**config.mk**
```make
export PLATFORM = sky130hd
export DESIGN_NAME = cache_requester
export DESIGN_NICKNAME = d
export VERILOG_FILES = /design/src/rtl/cache_pkg.sv /design/src/rtl/cache_req_timeout.sv /design/src/rtl/cache_requester.sv
export SDC_FILE = /design/constraint.sdc
export NUM_CORES = 1
export LEC_CHECK = 0
export BUFFER_PORTS_ARGS = -buffer_cell sky130_fd_sc_hd__buf_2
export CORE_MARGIN = 2
export CORE_UTILIZATION = 35
export CTS_BUF_LIST = sky130_fd_sc_hd__clkbuf_16
export CTS_CLUSTER_DIAMETER = 200
export CTS_CLUSTER_SIZE = 16
export DETAILED_ROUTE_END_ITERATION = 10
export PLACE_DENSITY = 0.67
export SKIP_CTS_REPAIR_TIMING = 1
export SLEW_MARGIN = 10
export SYNTH_ARGS = -nofsm -noshare
export SYNTH_HDL_FRONTEND = slang
export SYNTH_SLANG_ARGS = --single-unit
```
**constraint.sdc**
```tcl
create_clock -name clock -period 3.8 [get_ports clock]
set_input_delay 0.57 -clock clock [delete_from_list [all_inputs] [get_ports clock]]
set_output_delay 0.57 -clock clock [all_outputs]
set_load 0.1 [all_outputs]
```
**src/rtl/cache_pkg.sv**
```systemverilog
// Shared types for the cache requester: bus widths, FSM states and the latched CPU request.
package cache_pkg;

  localparam int ADDR_W = 8;
  localparam int DATA_W = 32;
  localparam int TMO_W  = 16;

  typedef enum logic [2:0] {
    IDLE,
    C_RD,
    C_RD_CHK,
    C_WR,
    C_WR_WAIT,
    MEM_REQ,
    MEM_WAIT,
    RESP
  } state_e;

  typedef struct packed {
    logic              write;
    logic [ADDR_W-1:0] addr;
    logic [DATA_W-1:0] data;
  } req_t;

endpackage

```
**src/rtl/cache_req_timeout.sv**
```systemverilog
// Loadable down-counter; expired is high on the last allowed cycle. A load value of 0 never expires.
module cache_req_timeout #(
  parameter int W = 16
) (
  input  logic         clock,
  input  logic         reset_n,
  input  logic         load,
  input  logic [W-1:0] load_val,
  input  logic         tick,
  output logic         expired
);

  logic [W-1:0] cnt;

  always_ff @(posedge clock or negedge reset_n) begin
    if (!reset_n) begin
      cnt <= '0;
    end else if (load) begin
      cnt <= load_val;
    end else if (tick && (cnt != '0)) begin
      cnt <= cnt - W'(1);
    end
  end

  assign expired = (cnt == W'(1));

endmodule

```
**src/rtl/cache_requester.sv**
```systemverilog
// Sole master of the two-entry cache port: serves CPU loads/stores, fills on read miss, writes through on stores.
// Handshakes: a transfer happens on a rising edge where valid and ready are both high; valid holds until then.
module cache_requester
  import cache_pkg::*;
#(
  parameter int ADDR_W    = cache_pkg::ADDR_W,
  parameter int DATA_W    = cache_pkg::DATA_W,
  parameter int CWAIT_MAX = 8,
  parameter int MWAIT_MAX = 255
) (
  input  logic              clock,
  input  logic              reset_n,
  input  logic              cpu_req_valid,
  output logic              cpu_req_ready,
  input  logic              cpu_req_write,
  input  logic [ADDR_W-1:0] cpu_req_addr,
  input  logic [DATA_W-1:0] cpu_req_data,
  output logic              cpu_rsp_valid,
  input  logic              cpu_rsp_ready,
  output logic [DATA_W-1:0] cpu_rsp_data,
  output logic              cpu_rsp_hit,
  output logic              cpu_rsp_err,
  output logic [ADDR_W-1:0] c_addr,
  output logic [DATA_W-1:0] c_val,
  output logic              c_read,
  output logic              c_write,
  input  logic              c_hit,
  input  logic [DATA_W-1:0] c_out_val,
  output logic              mem_req_valid,
  input  logic              mem_req_ready,
  output logic              mem_req_write,
  output logic [ADDR_W-1:0] mem_req_addr,
  output logic [DATA_W-1:0] mem_req_data,
  input  logic              mem_rsp_valid,
  input  logic [DATA_W-1:0] mem_rsp_data,
  output state_e            dbg_state
);

  state_e state;
  req_t   req;
  logic   err;
  logic   resident;
  logic   wr_first;
  logic   cw_expired;
  logic   mw_expired;

  assign dbg_state = state;

  // C_WR and MEM_REQ each precede their wait state, so they double as the counter load strobes.
  cache_req_timeout #(.W(TMO_W)) u_cwait (
    .clock    (clock),
    .reset_n  (reset_n),
    .load     (state == C_WR),
    .load_val (TMO_W'(CWAIT_MAX)),
    .tick     (state == C_WR_WAIT),
    .expired  (cw_expired)
  );

  cache_req_timeout #(.W(TMO_W)) u_mwait (
    .clock    (clock),
    .reset_n  (reset_n),
    .load     (state == MEM_REQ),
    .load_val (TMO_W'(MWAIT_MAX)),
    .tick     (state == MEM_WAIT),
    .expired  (mw_expired)
  );

  always_ff @(posedge clock or negedge reset_n) begin
    if (!reset_n) begin
      state         <= IDLE;
      req           <= '0;
      err           <= 1'b0;
      resident      <= 1'b0;
      wr_first      <= 1'b0;
      cpu_req_ready <= 1'b1;
      cpu_rsp_valid <= 1'b0;
      cpu_rsp_data  <= '0;
      cpu_rsp_hit   <= 1'b0;
      cpu_rsp_err   <= 1'b0;
      c_addr        <= '0;
      c_val         <= '0;
      c_read        <= 1'b0;
      c_write       <= 1'b0;
      mem_req_valid <= 1'b0;
      mem_req_write <= 1'b0;
      mem_req_addr  <= '0;
      mem_req_data  <= '0;
    end else begin
      case (state)
        IDLE: begin
          if (cpu_req_valid && cpu_req_ready) begin
            req.write     <= cpu_req_write;
            req.addr      <= cpu_req_addr;
            req.data      <= cpu_req_data;
            err           <= 1'b0;
            resident      <= 1'b0;
            cpu_req_ready <= 1'b0;
            c_addr        <= cpu_req_addr;
            if (cpu_req_write) begin
              c_val   <= cpu_req_data;
              c_write <= 1'b1;
              state   <= C_WR;
            end else begin
              c_read <= 1'b1;
              state  <= C_RD;
            end
          end
        end
        C_RD: begin
          c_read <= 1'b0;
          state  <= C_RD_CHK;
        end
        C_RD_CHK: begin
          if (c_hit) begin
            cpu_rsp_valid <= 1'b1;
            cpu_rsp_data  <= c_out_val;
            cpu_rsp_hit   <= 1'b1;
            state         <= RESP;
          end else begin
            mem_req_valid <= 1'b1;
            mem_req_write <= 1'b0;
            mem_req_addr  <= req.addr;
            mem_req_data  <= '0;
            state         <= MEM_REQ;
          end
        end
        C_WR: begin
          wr_first <= 1'b1;
          state    <= C_WR_WAIT;
        end
        C_WR_WAIT: begin
          wr_first <= 1'b0;
          // The first hit sample reflects residency before this write allocated the line.
          if (wr_first && req.write) resident <= c_hit;
          if (c_hit || cw_expired) begin
            c_write <= 1'b0;
            if (!c_hit) err <= 1'b1;
            if (req.write) begin
              mem_req_valid <= 1'b1;
              mem_req_write <= 1'b1;
              mem_req_addr  <= req.addr;
              mem_req_data  <= req.data;
              state         <= MEM_REQ;
            end else begin
              cpu_rsp_valid <= 1'b1;
              cpu_rsp_data  <= req.data;
              cpu_rsp_hit   <= 1'b0;
              cpu_rsp_err   <= err | ~c_hit;
              state         <= RESP;
            end
          end
        end
        MEM_REQ: begin
          if (mem_req_ready) begin
            mem_req_valid <= 1'b0;
            mem_req_write <= 1'b0;
            mem_req_addr  <= '0;
            mem_req_data  <= '0;
            if (mem_req_write) begin
              cpu_rsp_valid <= 1'b1;
              cpu_rsp_data  <= '0;
              cpu_rsp_hit   <= resident;
              cpu_rsp_err   <= err;
              state         <= RESP;
            end else begin
              state <= MEM_WAIT;
            end
          end
        end
        MEM_WAIT: begin
          if (mem_rsp_valid) begin
            req.data <= mem_rsp_data;
            c_addr   <= req.addr;
            c_val    <= mem_rsp_data;
            c_write  <= 1'b1;
            state    <= C_WR;
          end else if (mw_expired) begin
            err           <= 1'b1;
            cpu_rsp_valid <= 1'b1;
            cpu_rsp_data  <= '0;
            cpu_rsp_hit   <= 1'b0;
            cpu_rsp_err   <= 1'b1;
            state         <= RESP;
          end
        end
        RESP: begin
          if (cpu_rsp_ready) begin
            cpu_rsp_valid <= 1'b0;
            cpu_rsp_data  <= '0;
            cpu_rsp_hit   <= 1'b0;
            cpu_rsp_err   <= 1'b0;
            cpu_req_ready <= 1'b1;
            state         <= IDLE;
          end
        end
        default: state <= IDLE;
      endcase
    end
  end

endmodule

```
### Word level (Yosys, flattened, before mapping)

Cells that the tools add are included.

* register bits: 199
* logic and storage cells: 170
* bits of input ports: 112
* output and inout bits: 123

* mux-type cells: 87
* equality and inequality tests: 26
* add/subtract/negate cells: 2
* reductions and logical operators: 31
* bitwise operators: 2

Operators with widths (count)
* two-way mux 32 bit: 16
* case mux 32 bit (5 select lines): 1
* case mux 32 bit (2 select lines): 2
* case mux 32 bit (3 select lines): 1
* two-way mux 16 bit: 4
* two-way mux 8 bit: 6
* two-way mux 1 bit: 34
* == test 16 x 1 -> 1 bit (second input constant): 2
* inequality test 2 bit (second input constant): 16
* nonzero test 16 bit: 2
* subtractor 16 x 1 -> 16 bit (second input constant): 2
* case mux 3 bit (8 select lines): 1
* case mux 8 bit (3 select lines): 1
* two-way mux 3 bit: 6
* case mux 8 bit (2 select lines): 1
* AND reduction 5 bit: 3
* nonzero test 2 bit: 7
* == test 3 bit (second input constant): 4
* case mux 1 bit (3 select lines): 4
* AND reduction 3 bit: 4
* case mux 1 bit (5 select lines): 2
* AND reduction 9 bit: 1
* case mux 1 bit (2 select lines): 4
* AND reduction 8 bit: 1
* other kinds (16): 23

### Longest topological paths before layout

Gate-level depths: netlist (run 1).

* depth in word-level cells: 5
* mapped depth: 9
* mapped depth without buffers: 7

### Hierarchy

From an unflattened synthesis (run 1), not the netlist that was laid out.

* cells, all modules: 976
* area, all modules: 9733.1 um^2

Modules (own cells, without submodules)
* cache_requester: cells each 716, area an instance 7541.0 um^2, instances 1
* cache_req_timeout (u_cwait): cells each 132, area an instance 1102.3 um^2, instances 1
* cache_req_timeout (u_mwait): cells each 128, area an instance 1089.8 um^2, instances 1

### Worst setup path after synthesis (run 1)

No wires, ideal clock.

* kind: register to register
* start: reg state[2] (netlist: dbg_state[2])
* end: reg u_cwait.cnt[10]
* setup time: 0.079 ns
* path buffers: 2
* data arrival time: 2.735 ns
* slack: 0.986 ns
* required time: 3.721 ns
* period minus slack after synthesis: 2.814 ns
* cell stages (with the launch flop): 8
* cells stage by stage: dfrtp_1 buf_2 nor3b_1 clkbuf_1 nand2_1 or3b_2 nor3_1 mux2i_1

* longest elaborated chain between the ends: 3
* elaborated cells between the ends (all ways): 5
* classes of those cells: eq/ne (2); mux (1); reduce/logical (2)

Ends and longest elaborated chain
* start, declared: RTL line cache_requester.sv:39 `state_e state;`
* start signal, assigned: RTL line cache_requester.sv:70 `state <= IDLE;`
* start signal, assigned: RTL line cache_requester.sv:102 `state <= C_WR;`
* start signal, assigned: RTL line cache_requester.sv:105 `state <= C_RD;`
* == test 3 bit: RTL line cache_requester.sv:55 `.tick (state == C_WR_WAIT),`
* logical AND 1 bit: RTL line cache_req_timeout.sv:20 `end else if (tick && (cnt != '0)) begin`
* nonzero test 2 bit (no line)
* end signal, assigned: RTL line cache_req_timeout.sv:19 `cnt <= load_val;`
* end signal, assigned: RTL line cache_req_timeout.sv:21 `cnt <= cnt - W'(1);`
* end, declared: RTL line cache_req_timeout.sv:13 `logic [W-1:0] cnt;`

Parallel ways exist; a longest one is shown, timed or not.
A chain may end at the register's enable or synchronous reset.

### Worst setup path after layout (run 1)

* start: reg u_cwait.cnt[10]
* end: reg cpu_rsp_data[3]

* longest elaborated chain between the ends: 4

Ends and longest elaborated chain
* == test 16 x 1 -> 1 bit: RTL line cache_req_timeout.sv:25 `assign expired = (cnt == W'(1));`
* logical OR 1 bit: RTL line cache_requester.sv:135 `if (c_hit || cw_expired) begin`
* inequality test 2 bit (no line)
* AND reduction 9 bit (no line)
* end signal, assigned: RTL line cache_requester.sv:116 `cpu_rsp_data <= c_out_val;`
* end signal, assigned: RTL line cache_requester.sv:146 `cpu_rsp_data <= req.data;`
* end, declared: RTL line cache_requester.sv:20 `output logic [DATA_W-1:0] cpu_rsp_data,`

Every way passes these cells.

==> results by group, run 1 <==
Outcome
  – Run status: completed

Setup path
  – Startpoint Class: register
  – WP data arrival: 3.15 ns
  – WS Path Type: reg -> reg
  – Worst Path Required: 4.11 ns
  – CP endpoint kind: register
  – Peak fanout along the critical path: 19

Global route
  – Largest net degree at the start of global routing: 93
  – First-pass GRT wire length: 39000 um
  – Global-route congestion overflow total: 0
  – Vias in the first global route: 7158
  – Total Routing Usage GR: 0.175
  – Initial antenna violation count: 0

Yosys
  – Sequential area share after synthesis: 0.536
  – Post-synth EDFFs: 0
  – Largest cells by area after synthesis: dfrtp_1 (53%), mux2_4 (4.8%), mux2i_1 (4.8%)
  – Synth Cell Area: 9300 um2
  – Post-Syn Instances: 875
  – Most instantiated cells after synthesis: dfrtp_1 (198), nor2_1 (105), a21oi_1 (74)
  – Count leader, synth: dfrtp_1
  – Post-synth top area share: 0.533
  – Synth area leader: dfrtp_1
  – Avg Cell Area, Syn: 10.6 um2
  – Total of warnings raised by yosys: 0
  – Asr flop ratio synth: 1.00
  – Register bit total from synthesis: 199
  – Synth cell types: 65
  – Top_reg_cell synth: dfrtp_1
  – Syn_nets: 993

Timing
  – Final worst path period need: 2.84 ns
  – Final Hold Viols: 0
  – Slew margin rel.: 0.410
  – Crit share post-route: 0.748
  – Fin Setup TNS: 0 ns
  – Slew at the pin with the worst max-slew slack: 0.886 ns
  – Max Clock Freq: 352 MHz
  – Max Clock Skew: 0.0273 ns
  – Final Setup Violations: 0
  – RSZ-0062 raised after global routing: false
  – Max Slew Vio Count: 0

Die
  – Row cnt: 59
  – IO Count: 235
  – Die Ht: 167 um
  – Width of the chip: 167 um
  – Die area: 27900 um2
  – Starting Density: 0.357
  – CORE AREA: 26100 um2

CTS
  – H-tree depth: 4
  – Clock transition at the registers of the reported paths: 0.08 ns
  – Clock sink count: 199
  – CTS Buf Count: 17
  – CTS tree: yes
  – CTS root buf: clkbuf_16
  – Bufs on Longest Clock Path: 2
  – Worst skew pair latency: 0.44 ns

Route
  – Total wire length: 24300 um
  – # DRC: 0
  – 1st-iter DRT viols: 255
  – Vias: 7214
  – Drt pass-1 iters: 4
  – Avg WL per Cell: 17.0 um
  – Final ANT Viol Nets: 0
  – Vias per cell: 5.03

Layout
  – Fillers: 2502
  – Final nets: 1203
  – Ant. Diodes: 0
  – Share of layout cells above drive strength 1: 0.333
  – Area delta synth->final: 23.1%

Min path
  – Hold WC Path Type: in -> async

Placed design
  – GPL Wtd Cong: 0.767
  – DP HPWL: 17100 um
  – PortBufs: 234

Flow run
  – Max-Cap Viols: 0
[routing by layer]
metal,wire length [um],global-route usage
met3,1510,0.0475
met4,156,0.0382
met5,0,0
met2,11500,0.281
met1,11100,0.237
[worst max-delay path, cell delays in order, from the launching register on]
cell and delay [ns]:
dfrtp_1 0.41, or4_1 0.64, nor2_1 0.29, a41o_1 0.32
nand4_4 0.40, buf_12 0.35, mux2_4 0.31
[logic make-up (layout without fill, tap and decap cells)]
group,after synthesis,count (layout),share of synthesized area
buf+inv,84,307,0.0375
flops,199,199,0.536
mux,106,106,0.134
xor+xnor,12,12,0.0113
fa+ha+maj,6,6,0.00808
simple gates,258,258,0.134
compound gates,210,210,0.139
[cells in the final DEF, fill, tap and decap left out, drive strengths merged, types with 3 or more instances in the layout]
cell / count
a2111oi: 3
a21o: 18
a21oi: 74
a31oi: 11
and2: 18
buf: 249
clkbuf: 18
clkinv: 5
dfrtp: 198
ha: 6
inv: 34
mux2: 61
mux2i: 45
nand2: 72
nand3: 6
nand4: 4
nor2: 106
nor3: 13
nor4: 8
o211ai: 6
o21a: 4
o21ai: 49
o31ai: 28
or2: 4
or3: 6
or4: 5
xnor2: 8
xor2: 4
[final timing paths]
kind                                  from         endpoint  slack [ns]  cells past startpoint
setup / recovery           u_cwait.cnt[10]  cpu_rsp_data[3]        0.96                      6
hold / removal                     reset_n        c_addr[5]        0.20                      1
setup reg to reg           u_cwait.cnt[10]  cpu_rsp_data[3]        0.96                      6
hold reg to reg                   resident         resident        0.49                      2
max in group asynchronous          reset_n  cpu_rsp_data[0]        2.75                      2
min in group clock         cpu_req_addr[4]          req[36]        0.39                      2
[final cells by class]
cell class                      instances  area [um2]  area share
Multi-Input combinational cell        592        4020       0.351
Clock buffer                           17         425      0.0372
Inverter                               25        93.8     0.00820
Timing Repair Buffer                  250        1350       0.118
Tap cell                              335         419      0.0366
Sequential cell                       199        4980       0.435
Clock inverter                         15         155      0.0136
[flip-flops by register name, summed over array words and instances, names as in the netlist]
register	cells
cpu_req_ready	1
cpu_rsp_valid	1
dbg_state	3
c_val	32
c_addr	8
mem_req_addr	8
u_mwait.cnt	16
mem_req_valid	1
c_write	1
wr_first	1
err	1
mem_req_data	32
u_cwait.cnt	16
cpu_rsp_err	1
c_read	1
cpu_rsp_hit	1
cpu_rsp_data	32
resident	1
req	41
mem_req_write	1
[stage by stage]
step | hold slack (ns) | utilization | area (um2) | cells | setup WS (ns)
after CTS | 0.235 | 0.439 | 11400 | 1433 | 0.902
final | 0.201 | 0.439 | 11400 | 1433 | 0.959
after floorplan | 0.274 | - | 9300 | 875 | 0.986
after global placement | 0.463 | 0.417 | 10900 | 1401 | 0.981
after detailed placement | 0.467 | 0.417 | 10900 | 1401 | 0.911
after global routing | 0.255 | 0.439 | 11400 | 1433 | 0.759
Power of run 1 is left out: the tool's default activity adds up to more than one toggle a clock period on the data nets, which glitch-free logic cannot reach.
==> inputs of run 2 (changes only) <==
clock period = 2.85 ns   (was 3.8 ns; I/O delays follow)
==> results by group, run 2 (synthesis results as in run 1) <==
CTS
  – CTS tree: yes
  – Clock sink count: 199 (unchanged)
  – CTS root buf: clkbuf_16
  – Bufs on Longest Clock Path: 2 (unchanged)
  – Worst skew pair latency: 0.44 ns (about the same)
  – Clock transition at the registers of the reported paths: 0.08 ns (about the same)
  – CTS Buf Count: 17 (unchanged)
  – H-tree depth: 4 (unchanged)

Layout
  – Ant. Diodes: 0 (unchanged)
  – Max reg flops: 41 (unchanged)
  – Area delta synth->final: 24.4%
  – Reg with most FFs: req
  – Final nets: 1213 (+0.83%)
  – Most frequent cells in the layout: buf_2 (233), dfrtp_1 (198), nor2_1 (104), a21oi_1 (73), nand2_1 (72)
  – Share of layout cells above drive strength 1: 0.340 (+0.00692)
  – Most common cell after layout, fill and taps aside: buf_2
  – Final instance area: 11600 um2 (+1.1%)

Placed design
  – DP HPWL: 17500 um (+2.3%)
  – Setup Slack @ Placement: 0.363 ns (-0.548 ns)
  – GPL Wtd Cong: 0.851 (+11%)
  – PortBufs: 234 (unchanged)
  – DP Area: 11000 um2 (+0.85%)

Die
  – CORE AREA: 26100 um2 (unchanged)
  – Row cnt: 59 (unchanged)
  – Width of the chip: 167 um (unchanged)
  – Die area: 27900 um2 (unchanged)
  – Starting Density: 0.357 (unchanged)
  – IO Count: 235 (unchanged)
  – Die Ht: 167 um (unchanged)

Min path
  – Worst min-delay path endpoint: req[38]
  – Hold path start: cpu_req_addr[6]
  – Hold WC Path Type: in -> reg
  – WHS Path Cells: 2

Global route
  – Largest net degree at the start of global routing: 66 (-29%)
  – Total Routing Usage GR: 0.177 (+0.00198)
  – Initial antenna violation count: 0 (unchanged)
  – Vias in the first global route: 7088 (-0.98%)
  – Global-route congestion overflow total: 0 (unchanged)
  – First-pass GRT wire length: 39400 um (+0.79%)

Route
  – # DRC: 0 (unchanged)
  – Total wire length: 24500 um (+0.67%)
  – Final ANT Viol Nets: 0 (unchanged)
  – Met3 Wirelength: 1700 um (+12%)
  – Drt pass-1 iters: 7 (+3)
  – Top Metal Used: met4
  – Vias: 7303 (+1.2%)
  – Avg WL per Cell: 17.0 um (about the same)
  – Vias per cell: 5.06 (+0.53%)
  – M1 WL: 11100 um (-0.22%)
  – 1st-iter DRT viols: 435 (+71%)
  – Met2 WL post-DR: 11300 um (-2.0%)

Timing
  – Slew at the pin with the worst max-slew slack: 0.554 ns (-0.332 ns)
  – Fin Setup TNS: 0 ns (unchanged)
  – Slew margin rel.: 0.621 (+0.212)
  – Crit share post-route: 0.873 (+0.125)
  – Final worst slack: 0.363 ns (-0.597 ns)
  – Final Hold Viols: 0 (unchanged)
  – Final worst path period need: 2.49 ns (-0.353 ns)
  – Max Clock Skew: 0.0224 ns (-0.00497 ns)
  – Final Setup Violations: 0 (unchanged)
  – RSZ-0062 raised after global routing: false
  – Max Slew Vio Count: 0 (unchanged)
  – Max Clock Freq: 402 MHz (+14%)
  – Hold Slack: 0.246 ns (+0.0455 ns)

Setup path
  – R2R Path End: dbg_state[1]
  – WS Path Type: reg -> reg
  – WP data arrival: 2.80 ns (-0.35 ns)
  – Peak fanout along the critical path: 51 (+32)
  – Worst Path Required: 3.16 ns (-0.95 ns)
  – CP endpoint kind: register
  – Internal reg-to-reg setup slack: 0.36 ns (-0.60 ns)
  – R2R depth: 6 (unchanged)
  – Startpoint Class: register
  – Reg-to-Reg Start: dbg_state[2]

Flow run
  – Max-Cap Viols: 0 (unchanged)

Outcome
  – Run status: completed
## run 2: cell count changes in the layout (fill, tap and decap cells not counted), sizes merged
cell         previous run  this run
dlygate4sd3             0         1
clkinvlp                1         2
inv                    34        33
buf                   249       258
## run 2: final cells by class
| class | instances | area (um2) |
|---|---|---|
| Clock buffer | 17 | 425 |
| Clock inverter | 15 | 175 |
| Fill cell | 2510 | 14500 |
| Inverter | 25 | 93.8 |
| Multi-Input combinational cell | 592 | 4020 |
| Sequential cell | 199 | 4980 |
| Tap cell | 335 | 419 |
| Timing Repair Buffer | 260 | 1450 |
## run 2: worst max-delay path by stage
stage,from,to,slack [ns],depth (start not counted)
after floorplan,dbg_state[2],u_cwait.cnt[10],0.04,7
after global placement,u_cwait.cnt[10],cpu_rsp_data[14],0.41,6
after detailed placement,u_cwait.cnt[10],cpu_rsp_data[27],0.36,6
after CTS,u_cwait.cnt[10],cpu_rsp_data[21],0.36,6
after global routing,dbg_state[2],u_cwait.cnt[15],0.15,6
final,dbg_state[2],dbg_state[1],0.36,6
## run 2: per-layer routing
layer,global-route usage,vias up
li1,-,3519
met1,0.242,3520
met2,0.279,244
met3,0.0468,20
met4,0.0457,0
met5,0,-
## run 2: per-stage QoR
stage	std cells	utilization
after floorplan	875	-
after global placement	1410	0.420
after detailed placement	1410	0.420
after CTS	1442	0.443
after global routing	1443	0.444
final	1443	0.444
## run 2: worst max-delay path, cell delays in order (launching register included)
cell	delay, ns
dfrtp_1	0.58
nor3b_2	0.41
nand2b_1	0.17
a41oi_4	0.24
buf_4	0.45
nor3_1	0.12
or3_1	0.38
Power of run 2 is left out for the same reason.
==> inputs of run 3 (changes only) <==
ABC_AREA = 1   (was unset)
PLACE_DENSITY = 0.66   (was 0.67)
==> results by group, run 3 <==
Yosys
  – Register bit total from synthesis: 199 (unchanged)
  – Asr flop ratio synth: 1.00 (unchanged)
  – Synth area leader: dfrtp_1
  – Largest cells by area after synthesis: dfrtp_1 (51%), nand2_1 (22%), o21ai_0 (4.6%)
  – Synth cell types: 35 (-46%)
  – Sequential area share after synthesis: 0.517 (-0.0186)
  – Avg Cell Area, Syn: 7.77 um2 (-27%)
  – Post-synth EDFFs: 0 (unchanged)
  – Syn_nets: 1358 (+37%)
  – Synth Cell Area: 9630 um2 (+3.6%)
  – Count leader, synth: nand2_1
  – Total of warnings raised by yosys: 0 (unchanged)
  – Top_reg_cell synth: dfrtp_1
  – Most instantiated cells after synthesis: nand2_1 (554), dfrtp_1 (198), o21ai_0 (89)
  – Post-Syn Instances: 1240 (+42%)
  – Post-synth top area share: 0.514 (-0.0185)

Flow run
  – Max-Cap Viols: 0 (unchanged)

Route
  – # DRC: 0 (unchanged)
  – Drt pass-1 iters: 5 (-2)
  – Final ANT Viol Nets: 0 (unchanged)
  – Vias per cell: 4.90 (-3.1%)
  – 1st-iter DRT viols: 734 (+69%)
  – Vias: 8860 (+21%)
  – Total wire length: 29400 um (+20%)
  – Avg WL per Cell: 16.3 um (-4.0%)

Die
  – IO Count: 235 (unchanged)
  – Die area: 28900 um2 (+3.5%)
  – Width of the chip: 170 um (+1.7%)
  – Row cnt: 60 (+1.7%)
  – Die Ht: 170 um (+1.7%)
  – CORE AREA: 27000 um2 (+3.4%)
  – Starting Density: 0.357 (+0.000587)

Timing
  – Slew at the pin with the worst max-slew slack: 0.551 ns (-0.00329 ns)
  – Final Hold Viols: 0 (unchanged)
  – Final worst path period need: 2.31 ns (-0.174 ns)
  – Crit share post-route: 0.812 (-0.0612)
  – Fin Setup TNS: 0 ns (unchanged)
  – Final Setup Violations: 0 (unchanged)
  – Max Slew Vio Count: 0 (unchanged)
  – Max Clock Freq: 432 MHz (+7.5%)
  – Max Clock Skew: 0.0159 ns (-0.00645 ns)
  – RSZ-0062 raised after global routing: false
  – Slew margin rel.: 0.633 (+0.0117)

Placed design
  – DP HPWL: 21400 um (+22%)
  – GPL Wtd Cong: 0.922 (+8.4%)
  – PortBufs: 234 (unchanged)

Global route
  – First-pass GRT wire length: 45600 um (+16%)
  – Initial antenna violation count: 0 (unchanged)
  – Global-route congestion overflow total: 0 (unchanged)
  – Total Routing Usage GR: 0.204 (+0.0267)
  – Vias in the first global route: 8274 (+17%)
  – Largest net degree at the start of global routing: 76 (+15%)

Setup path
  – Startpoint Class: register
  – Critical path, cell by cell: nand3_4, inv_2, buf_4, nand2_1, nand2_1, nand2_1, o21ai_0
  – Worst Path Required: 3.20 ns (+0.04 ns)
  – WS Path Type: reg -> reg
  – Most used cell, CP: nand2_1
  – WP data arrival: 2.66 ns (-0.14 ns)
  – Worst path slowest cell: dfrtp_1
  – Internal reg-to-reg setup slack: 0.54 ns (+0.17 ns)
  – Crit path largest cell delay: 0.69 ns (+0.11 ns)
  – Peak fanout along the critical path: 40 (-22%)
  – CP endpoint kind: register

CTS
  – Clock sink count: 199 (unchanged)
  – CTS root buf: clkbuf_16
  – Bufs on Longest Clock Path: 2 (unchanged)
  – H-tree depth: 4 (unchanged)
  – CTS Buf Count: 17 (unchanged)
  – Worst skew pair latency: 0.44 ns (about the same)
  – CTS tree: yes
  – Clock transition at the registers of the reported paths: 0.08 ns (about the same)

Layout
  – Share of layout cells above drive strength 1: 0.215 (-0.125)
  – Final nets: 1571 (+30%)
  – Area delta synth->final: 21.0%
  – Register area: 4980 um2 (unchanged)
  – Most common cell after layout, fill and taps aside: nand2_1
  – Fillers: 2719 (+8.3%)
  – Reg with most FFs: req
  – Max reg flops: 41 (unchanged)
  – Most frequent cells in the layout: nand2_1 (553), buf_2 (233), dfrtp_1 (198), o21ai_0 (89), nor2_1 (84)
  – Ant. Diodes: 0 (unchanged)
  – Multi-input logic area: 4010 um2 (about the same)

Outcome
  – Run status: completed

Min path
  – Hold WC Path Type: in -> reg
==> run 3: cell count changes after synthesis, moves of 42 or more <==
cell	previous run	this run
o21ai_0	47	89
mux2i_1	45	0
nand3_1	6	78
a21oi_1	74	5
nand2_1	72	554
==> run 3: worst max-delay path, delay by kind of cell (launching register included) <==
kind / cells / cell delay, ns
and+or+nand+nor: 4 / 0.73
AOI/OAI and AO/OA: 1 / 0.12
buffers and inverters: 2 / 0.66
DFF: 1 / 0.69
==> run 3: logic make-up (layout without fill, tap and decap cells) <==
logic type,Yosys count,after routing,share of synthesized area
buffers and inverters,128,354,0.0664
AOI/OAI and AO/OA,152,152,0.0863
adders and majority gates,6,6,0.00780
xor gates and xnor gates,6,6,0.00546
and+or+nand+nor,749,749,0.317
DFF,199,199,0.517
==> run 3: per-layer routing <==
| layer | up-vias | GRT usage | wire length [um] |
|---|---|---|---|
| met5 | - | 0 | 0 |
| li1 | 4363 | - | - |
| met3 | 29 | 0.0412 | 1810 |
| met2 | 301 | 0.304 | 13200 |
| met1 | 4167 | 0.298 | 13800 |
| met4 | 0 | 0.0624 | 572 |
==> run 3: layout make-up <==
cell class              instances  area share
clock inverters                15      0.0153
clock buffers                  17      0.0365
inverters                      71      0.0229
multi-input cells             913       0.344
well taps                     341      0.0366
repair buffers                251       0.117
flip-flops and latches        199       0.428
==> run 3: worst paths after layout <==
| path | from | end | depth (start not counted) |
|---|---|---|---|
| min in group asynchronous | reset_n | c_addr[0] | 2 |
| min | cpu_req_addr[2] | req[34] | 3 |
| min reg2reg | cpu_rsp_data[23] | cpu_rsp_data[23] | 2 |
| max in group asynchronous | reset_n | mem_req_data[12] | 3 |
| max reg2reg | dbg_state[2] | req[26] | 7 |
| max | dbg_state[2] | req[26] | 7 |
==> run 3: metrics by stage <==
stage	worst slack (ns)	utilization	std cells	hold slack, ns	instance area [um2]
2_1_floorplan	0.545	-	1240	0.132	9630
3_3_place_gp	0.612	0.410	1774	0.450	11000
3_5_place_dp	0.521	0.410	1774	0.454	11000
4_1_cts	0.520	0.432	1806	-0.0178	11600
5_1_grt	0.266	0.432	1807	0.192	11600
6_report	0.537	0.432	1807	0.208	11600
Power of run 3 is left out for the same reason.
